`src/rtl/sha_hit_detector.sv`:
```
// sha_hit_detector: tags each double-hash result from the SHA core with its
// sequential nonce, compares the Bitcoin-order digest value against the
// target, queues winning nonces in a show-ahead FIFO and keeps per-job
// status (overflow, nonce wrap, saturating hit count).
// doublehash carries H0 in bits [255:224] down to H7 in bits [31:0].
module sha_hit_detector #(
   parameter int unsigned FIFO_DEPTH = 4,
   parameter int unsigned HITCNT_W   = 16
) (
   input  logic                clk,
   input  logic                rst,
   input  logic                hash_valid,
   input  logic [255:0]        doublehash,
   input  logic                job_load,
   input  logic [31:0]         start_nonce,
   input  logic [255:0]        target,
   output logic                out_valid,
   input  logic                out_ready,
   output logic [31:0]         out_nonce,
   output logic                overflow,
   output logic                nonce_wrapped,
   output logic [HITCNT_W-1:0] hit_count
);

   localparam int unsigned PTR_W = $clog2(FIFO_DEPTH);
   localparam int unsigned FILL_W = PTR_W + 1;
   localparam logic [FILL_W-1:0] DEPTH_C = FILL_W'(FIFO_DEPTH);

   function automatic logic [31:0] bswap(input logic [31:0] w);
      return {w[7:0], w[15:8], w[23:16], w[31:24]};
   endfunction

   logic [31:0]         cnt;
   logic [31:0]         tag;
   logic [255:0]        value;
   logic                hit_now;
   logic                wrap_now;

   logic                s1_valid;
   logic                s1_hit;
   logic [31:0]         s1_tag;

   logic [31:0]         mem [FIFO_DEPTH];
   logic [PTR_W-1:0]    wr_ptr;
   logic [PTR_W-1:0]    rd_ptr;
   logic [FILL_W-1:0]   fill;
   logic                push;
   logic                pop;
   logic                full;
   logic                accept;
   logic                drop;
   logic [HITCNT_W-1:0] hc_base;
   logic [HITCNT_W-1:0] hc_next;

   // Cycle 0: pick the nonce tag, form the little-endian digest value, compare.
   always_comb begin
      tag   = job_load ? start_nonce : cnt;
      value = '0;
      for (int unsigned w = 0; w < 8; w++) begin
         value[32*w +: 32] = bswap(doublehash[255-32*w -: 32]);
      end
      hit_now  = (value <= target);
      wrap_now = hash_valid && (tag == '1);
   end

   // Nonce counter and stage-1 pipeline registers.
   always_ff @(posedge clk or negedge rst) begin
      if (!rst) begin
         cnt      <= '0;
         s1_valid <= 1'b0;
         s1_hit   <= 1'b0;
         s1_tag   <= '0;
      end else begin
         if (hash_valid) begin
            cnt <= tag + 32'd1;
         end else if (job_load) begin
            cnt <= start_nonce;
         end
         s1_valid <= hash_valid;
         s1_hit   <= hit_now;
         s1_tag   <= tag;
      end
   end

   // Stage 2 push/pop decisions and next hit count; a full FIFO still
   // accepts a push when the head is popped on the same edge.
   always_comb begin
      push      = s1_valid && s1_hit;
      full      = (fill == DEPTH_C);
      out_valid = (fill != '0);
      pop       = out_valid && out_ready;
      accept    = push && (!full || pop);
      drop      = push && full && !pop;
      out_nonce = out_valid ? mem[rd_ptr] : '0;
      hc_base   = job_load ? '0 : hit_count;
      hc_next   = hc_base;
      if (push && (hc_base != '1)) begin
         hc_next = hc_base + 1'b1;
      end
   end

   // FIFO storage; contents are only meaningful below the fill level.
   always_ff @(posedge clk) begin
      if (accept) begin
         mem[wr_ptr] <= s1_tag;
      end
   end

   // FIFO pointers and fill level.
   always_ff @(posedge clk or negedge rst) begin
      if (!rst) begin
         wr_ptr <= '0;
         rd_ptr <= '0;
         fill   <= '0;
      end else begin
         if (accept) begin
            wr_ptr <= wr_ptr + 1'b1;
         end
         if (pop) begin
            rd_ptr <= rd_ptr + 1'b1;
         end
         case ({accept, pop})
            2'b10:   fill <= fill + 1'b1;
            2'b01:   fill <= fill - 1'b1;
            default: fill <= fill;
         endcase
      end
   end

   // Per-job status: job_load clears, same-edge events land on top.
   always_ff @(posedge clk or negedge rst) begin
      if (!rst) begin
         overflow      <= 1'b0;
         nonce_wrapped <= 1'b0;
         hit_count     <= '0;
      end else begin
         if (job_load) begin
            overflow      <= drop;
            nonce_wrapped <= wrap_now;
         end else begin
            overflow      <= overflow | drop;
            nonce_wrapped <= nonce_wrapped | wrap_now;
         end
         hit_count <= hc_next;
      end
   end

endmodule

```
`config.mk`:
```
export PLATFORM = sky130hd
export DESIGN_NAME = sha_hit_detector
export DESIGN_NICKNAME = d
export VERILOG_FILES = /design/src/rtl/sha_hit_detector.sv
export SDC_FILE = /design/constraint.sdc
export NUM_CORES = 1
export LEC_CHECK = 0
export CAP_MARGIN = 20
export CORE_MARGIN = 5
export CORE_UTILIZATION = 30
export CTS_CLUSTER_DIAMETER = 100
export CTS_CLUSTER_SIZE = 40
export DETAILED_ROUTE_END_ITERATION = 16
export SYNTH_ARGS = -nofsm -noshare
export SYNTH_HDL_FRONTEND = slang
export SYNTH_SLANG_ARGS = --single-unit
export TNS_END_PERCENT = 1
```
`constraint.sdc`:
```
create_clock -name clk -period 2.03 [get_ports clk]
set_input_delay 0.3045 -clock clk [delete_from_list [all_inputs] [get_ports clk]]
set_output_delay 0.3045 -clock clk [all_outputs]
set_load 0.005 [all_outputs]
```
# Word-level counts from Yosys, hierarchy flattened
# Memories as Yosys holds them, arrays and structs flattened.
# Index checks and enable logic that the tools add are counted.
# word_totals
mem_bits_rw	128
out_inout_bits	51
register_bits	91
inputBits	549
latch_bits	0
elab_cells	47
romBits	0
n_memories	1
# memory_table
memory	depth	word_bits	rd	rd_ports_with_merged_regs	wr	line	text
mem	4	32	1	0	1	43	logic [31:0] mem [FIFO_DEPTH];
# op_classes
muxes	10
reduce_logical	12
div	0
addsub	6
shift	0
mul	0
bitwise_logic	2
n_eq_ne	5
magnitude_cmp	1
# op_table
operator	count
256-bit <= comparator	1
32-bit two-way mux	3
32-bit by 1-bit adder with 32-bit output (second input constant)	1
32-bit == test (second input constant)	1
16-bit two-way mux	2
16-bit by 1-bit adder with 16-bit output (second input constant)	1
16-bit inequality test (second input constant)	1
1-bit logical AND	7
3-bit one-hot mux with 2 select lines	1
2-bit by 1-bit adder with 2-bit output (second input constant)	2
1-bit two-way mux	4
3-bit by 1-bit adder with 3-bit output (second input constant)	1
3-bit == test (second input constant)	1
3-bit nonzero test	1
3-bit by 1-bit subtractor with 3-bit output (second input constant)	1
2-bit by 1-bit == test with 1-bit output (second input constant)	1
2-bit == test (second input constant)	1
1-bit logical NOT	2
1-bit OR	2
2-bit nonzero test	1
1-bit logical OR	1

# Depth between registers and ports, before layout
# depth
depth_word	6
ltp_mapped	12
ltp_nobuf	10

# Least setup slack after synthesis
# Ideal clock, no wire load.
# synth_timing
path_kind	input port to flip-flop
start	input job_load
end	register hit_count[13]
n_path_buf	3
setup_time_ns	0.078
path_stages	12
arrival_time_ns	2.649
slack_ns	-0.697
required_ns	1.952
path_cell_list	buf_2 > buf_2 > clkbuf_1 > nor2b_1 > ha_1 > and3_1 > a41oi_2 > nand4_1 > nor2_1 > nand2_1 > or3_1 > a21oi_1
# synth_via
elab_chain_cells	4
elab_cells_between_ends	5
classes_between	add/sub: 1; eq/ne: 1; mux: 2; reduce/logical: 1
# synth_rtl
item	line	text
from (decl)	14	input logic job_load,
16-bit two-way mux (*)	95	hc_base = job_load ? '0 : hit_count;
parallel branches: the longest is 2 deep, another holds 16-bit by 1-bit adder with 16-bit output	--	
16-bit two-way mux (*)	97	if (push && (hc_base != '1)) begin
net hc_next[13]	53	logic [HITCNT_W-1:0] hc_next;
to (signal assigned)	144	hit_count <= hc_next;
to (decl)	22	output logic [HITCNT_W-1:0] hit_count
# Mark *: on every way through the listed nets, which the timed path passes.
# A chain may end at the register's enable or synchronous reset.

# Worst setup path in the final report
# layout_timing
start	input target[106]
end	register s1_hit
# layout_via
elab_chain_cells	1
# layout_rtl
item	line	text
from (decl)	16	input logic [255:0] target,
256-bit <= comparator	62	hit_now = (value <= target);
net hit_now	36	logic hit_now;
to (signal assigned)	80	s1_hit <= hit_now;
to (decl)	40	logic s1_hit;
# The timed path passes the listed nets, and every way through them passes these cells.

==> results.yml <==
logic_synthesis:
  synthesis.nets: 2289
  ys_types: 71
  async_reset_ff_share_pct: 41.6
  syn_area_sq_um: 15400
  synth_edf_count: 128
  synthCells: 1477
  synth.top_cell.area_share_pct: 24.9
  synth_top_flop_cell: "edfxtp_1"
  ys_seq_area_share_pct: 39.7
  synth-seq-cells: 219
  synth_area_leaders: "edfxtp_1 (25%), ha_1 (21%), dfrtp_1 (15%), inv_1 (6.9%), mux4_2 (4.7%)"
  syn_avg_cell_area_sq_um: 10.4
  yosys_warnings: 0
  yosysTopAreaCell: "edfxtp_1"
floorplan:
  start_util_pct: 30.2
  row_count: 83
  fp.dieW_um: 237
  io_pins: 600
  coreArea_sq_um: 51100
  dieArea_sq_um: 56100
  die_h_um: 237
power:
  p_per_area_nw_per_um2: 621
  p_leak_nw: 12.0
  vdd_drop_max_mv: 0.599
route:
  drt-initial-drc-count: 1097
  wl_um: 78200
  drt_drc_violations_left: 0
  vias: 14700
  ant_nets: 0
  wl_per_cell_um: 25.8
  vias_per_cell: 4.86
  firstDrtPassIters: 7
sta:
  setup_violations: 33
  hold_ws_ps: 297
  setup_slack_ps: -378
  max_freq_mhz: 415
  fin_crit_sh_pct: 119
  relSlewSlack_pct: 65.0
  rsz0062_at_grt: "true"
  final_max_slew_viol_count: 0
  finClkSkew_ps: 46.9
  period_needed_ps: 2410
  finalHoldViolations: 0
  tightest_slew_ps: 526
final_layout:
  design_area_sq_um: 26100
  area_growth_pct: 68.9
  final_cell_mix: "clkdlybuf4s50_1 (434), inv_1 (236), buf_4 (211), ha_1 (195), edfxtp_1 (128)"
  drive_gt1_share_pct: 23.7
  layout.cells.non_filler: 3033
  layout_commonest_cell: "clkdlybuf4s50_1"
  final_util_pct: 51.0
  num-nets-final: 3128
grt:
  grt_usage_pct: 26.6
  grt_pass1_vias: 15400
  grt_max_degree: 42
  grt_overflow_total: 0
  grt_pass1_wl_um: 108000
  antenna_found_initial: 69
place:
  place_hpwl_um: 68800
  place_area_sq_um: 24000
  routabilityCongestion: 0.989
  io_buffers: 599
  dp_cells: 2940
critical_path:
  cp.required_ps: 2380
  crit_fanout: 2
  cpMostUsedCell: "nand4_1"
  cp_slowest_cell: "clkdlybuf4s50_1"
  crit-reg2reg-launch: "hit_count[1]"
  endpoint_kind: "register"
  r2r-end: "hit_count[13]"
  critPathLaunchType: "primary input"
  r2r.worst_path.cells: 9
  crit_chain: "clkdlybuf4s50_1, inv_1, ha_4, nand4_1, nor2_2, nand4_1, or4_4, nand4b_1, o221ai_2, a32o_2, a21oi_2"
  arrival_ps: 2760
  cp_num_buf_inv: 2
  path_class: "primary input to register"
  r2r_slack_ps: 40
  critPathTopFamily: "simple AND/OR/NAND/NOR gates"
  crit_path_max_incr_delay_ps: 450
run_status:
  outcome: "complete, but fails checks"
  violations: "negative setup slack"
clocking:
  cts_buffer_depth: 3
  cts-buffers-inserted: 11
  clock-sinks: 219
  clockRootBuffer: "clkbuf_16"
  cts_max_level: 1
  cts.clk_slew.worst_paths_ps: 140
  cts_tree: "yes"
  clk_latency_ps: 500
job:
  drv_cap: 0
hold_path:
  holdCritPathClass: "primary input to async pin"
==> worst max-delay path by stage <==
stage	from	to	slack, ps	cells after the start
finish	target[106]	s1_hit	-380	11
global route	doublehash[40]	s1_hit	-490	11
detailed placement	target[94]	s1_hit	-1220	11
floorplan	job_load	hit_count[13]	-210	12
CTS	rd_ptr[0]	out_nonce[22]	-360	6
global placement	target[94]	s1_hit	-1170	11
==> cells by family after synthesis <==
| group | share of synthesized area (%) |
|---|---|
| simple gates | 12.6 |
| buf+inv | 7.47 |
| fa+ha+maj | 21.4 |
| compound gates | 9.25 |
| flops | 39.7 |
| mux | 6.82 |
| xor+xnor | 2.78 |
==> synthesized netlist by cell type, types with 3 or more instances <==
master	instances
xnor2_1	35
clkbuf_1	12
and3b_1	3
a21o_1	25
a221oi_1	8
ha_1	262
edfxtp_1	128
dfrtp_1	91
or3_1	5
nand4_1	52
xor2_1	14
o211ai_1	8
nor2b_1	16
nand2_1	88
nand2b_1	4
o21a_1	4
a211oi_1	9
mux2_2	17
and4_1	7
nand4_2	4
buf_2	6
o21ai_0	30
o21ai_1	11
inv_1	283
nor3_1	13
nor4_1	8
mux2i_1	14
a21oi_1	104
mux4_2	32
nor2_1	44
o221ai_1	3
nand3_1	38
and3_1	12
and2_1	36
==> final cells by class <==
type | instances | area, sq um
diodes | 33 | 82.6
clock buffers | 13 | 283
clock inverters | 4 | 110
fillers | 4700 | 25000
inverters | 283 | 1080
multi-input cells | 955 | 9350
flip-flops and latches | 219 | 6120
well taps | 680 | 851
repair buffers | 846 | 8170
==> registers in the layout (all words and copies together) (netlist names), 2 cells and up <==
| name | cells |
|---|---|
| cnt | 32 |
| mem | 128 |
| wr_ptr | 2 |
| s1_tag | 32 |
| hit_count | 16 |
| rd_ptr | 2 |
| fill | 3 |
==> layer usage <==
metal  up-vias  share of wire, %  track usage [%]  wire length, um
li1       6957                 -                -                -
met1      7077                39             32.8            30300
met2       527                47             45.1            37100
met3       132                11             9.78             8430
met4        52               2.6             5.09             2040
met5         -              0.40                0              309
==> through the flow <==
step	setup WS (ps)	TNS, ps	power, mW
global placement	-1170	-33160	12.5
global route	-487	-11860	17.1
floorplan	-214	-14480	8.57
detailed placement	-1220	-35960	12.5
CTS	-365	-10710	16.2
finish	-378	-9630	16.2
==> power breakdown <==
group	internal, mW	total, mW	leakage (nW)	switching [mW]
combinational	4.69	7.91	9.56	3.22
sequential	5.36	5.58	2.27	0.221
clock	1.12	2.68	0.182	1.56
==> worst register-to-register path: cells and delay by family (launching register included) <==
kind                     cells  cell delay, ps
flip-flops                   1             390
AO/OA/AOI/OAI                2             270
AND/OR/NAND/NOR              6            1060
adder cells (fa/ha/maj)      1             190
==> timing repair <==
action                     4_1_cts  5_1_grt
setup buffers                   39        9
resized for setup              329      149
pin swaps                       70       63
gates cloned                     2        0
hold endpoints to repair        32        0
setup endpoints to repair       41       53
hold buffers                     1        0
Note: power is estimated with default switching activity, not from simulation.
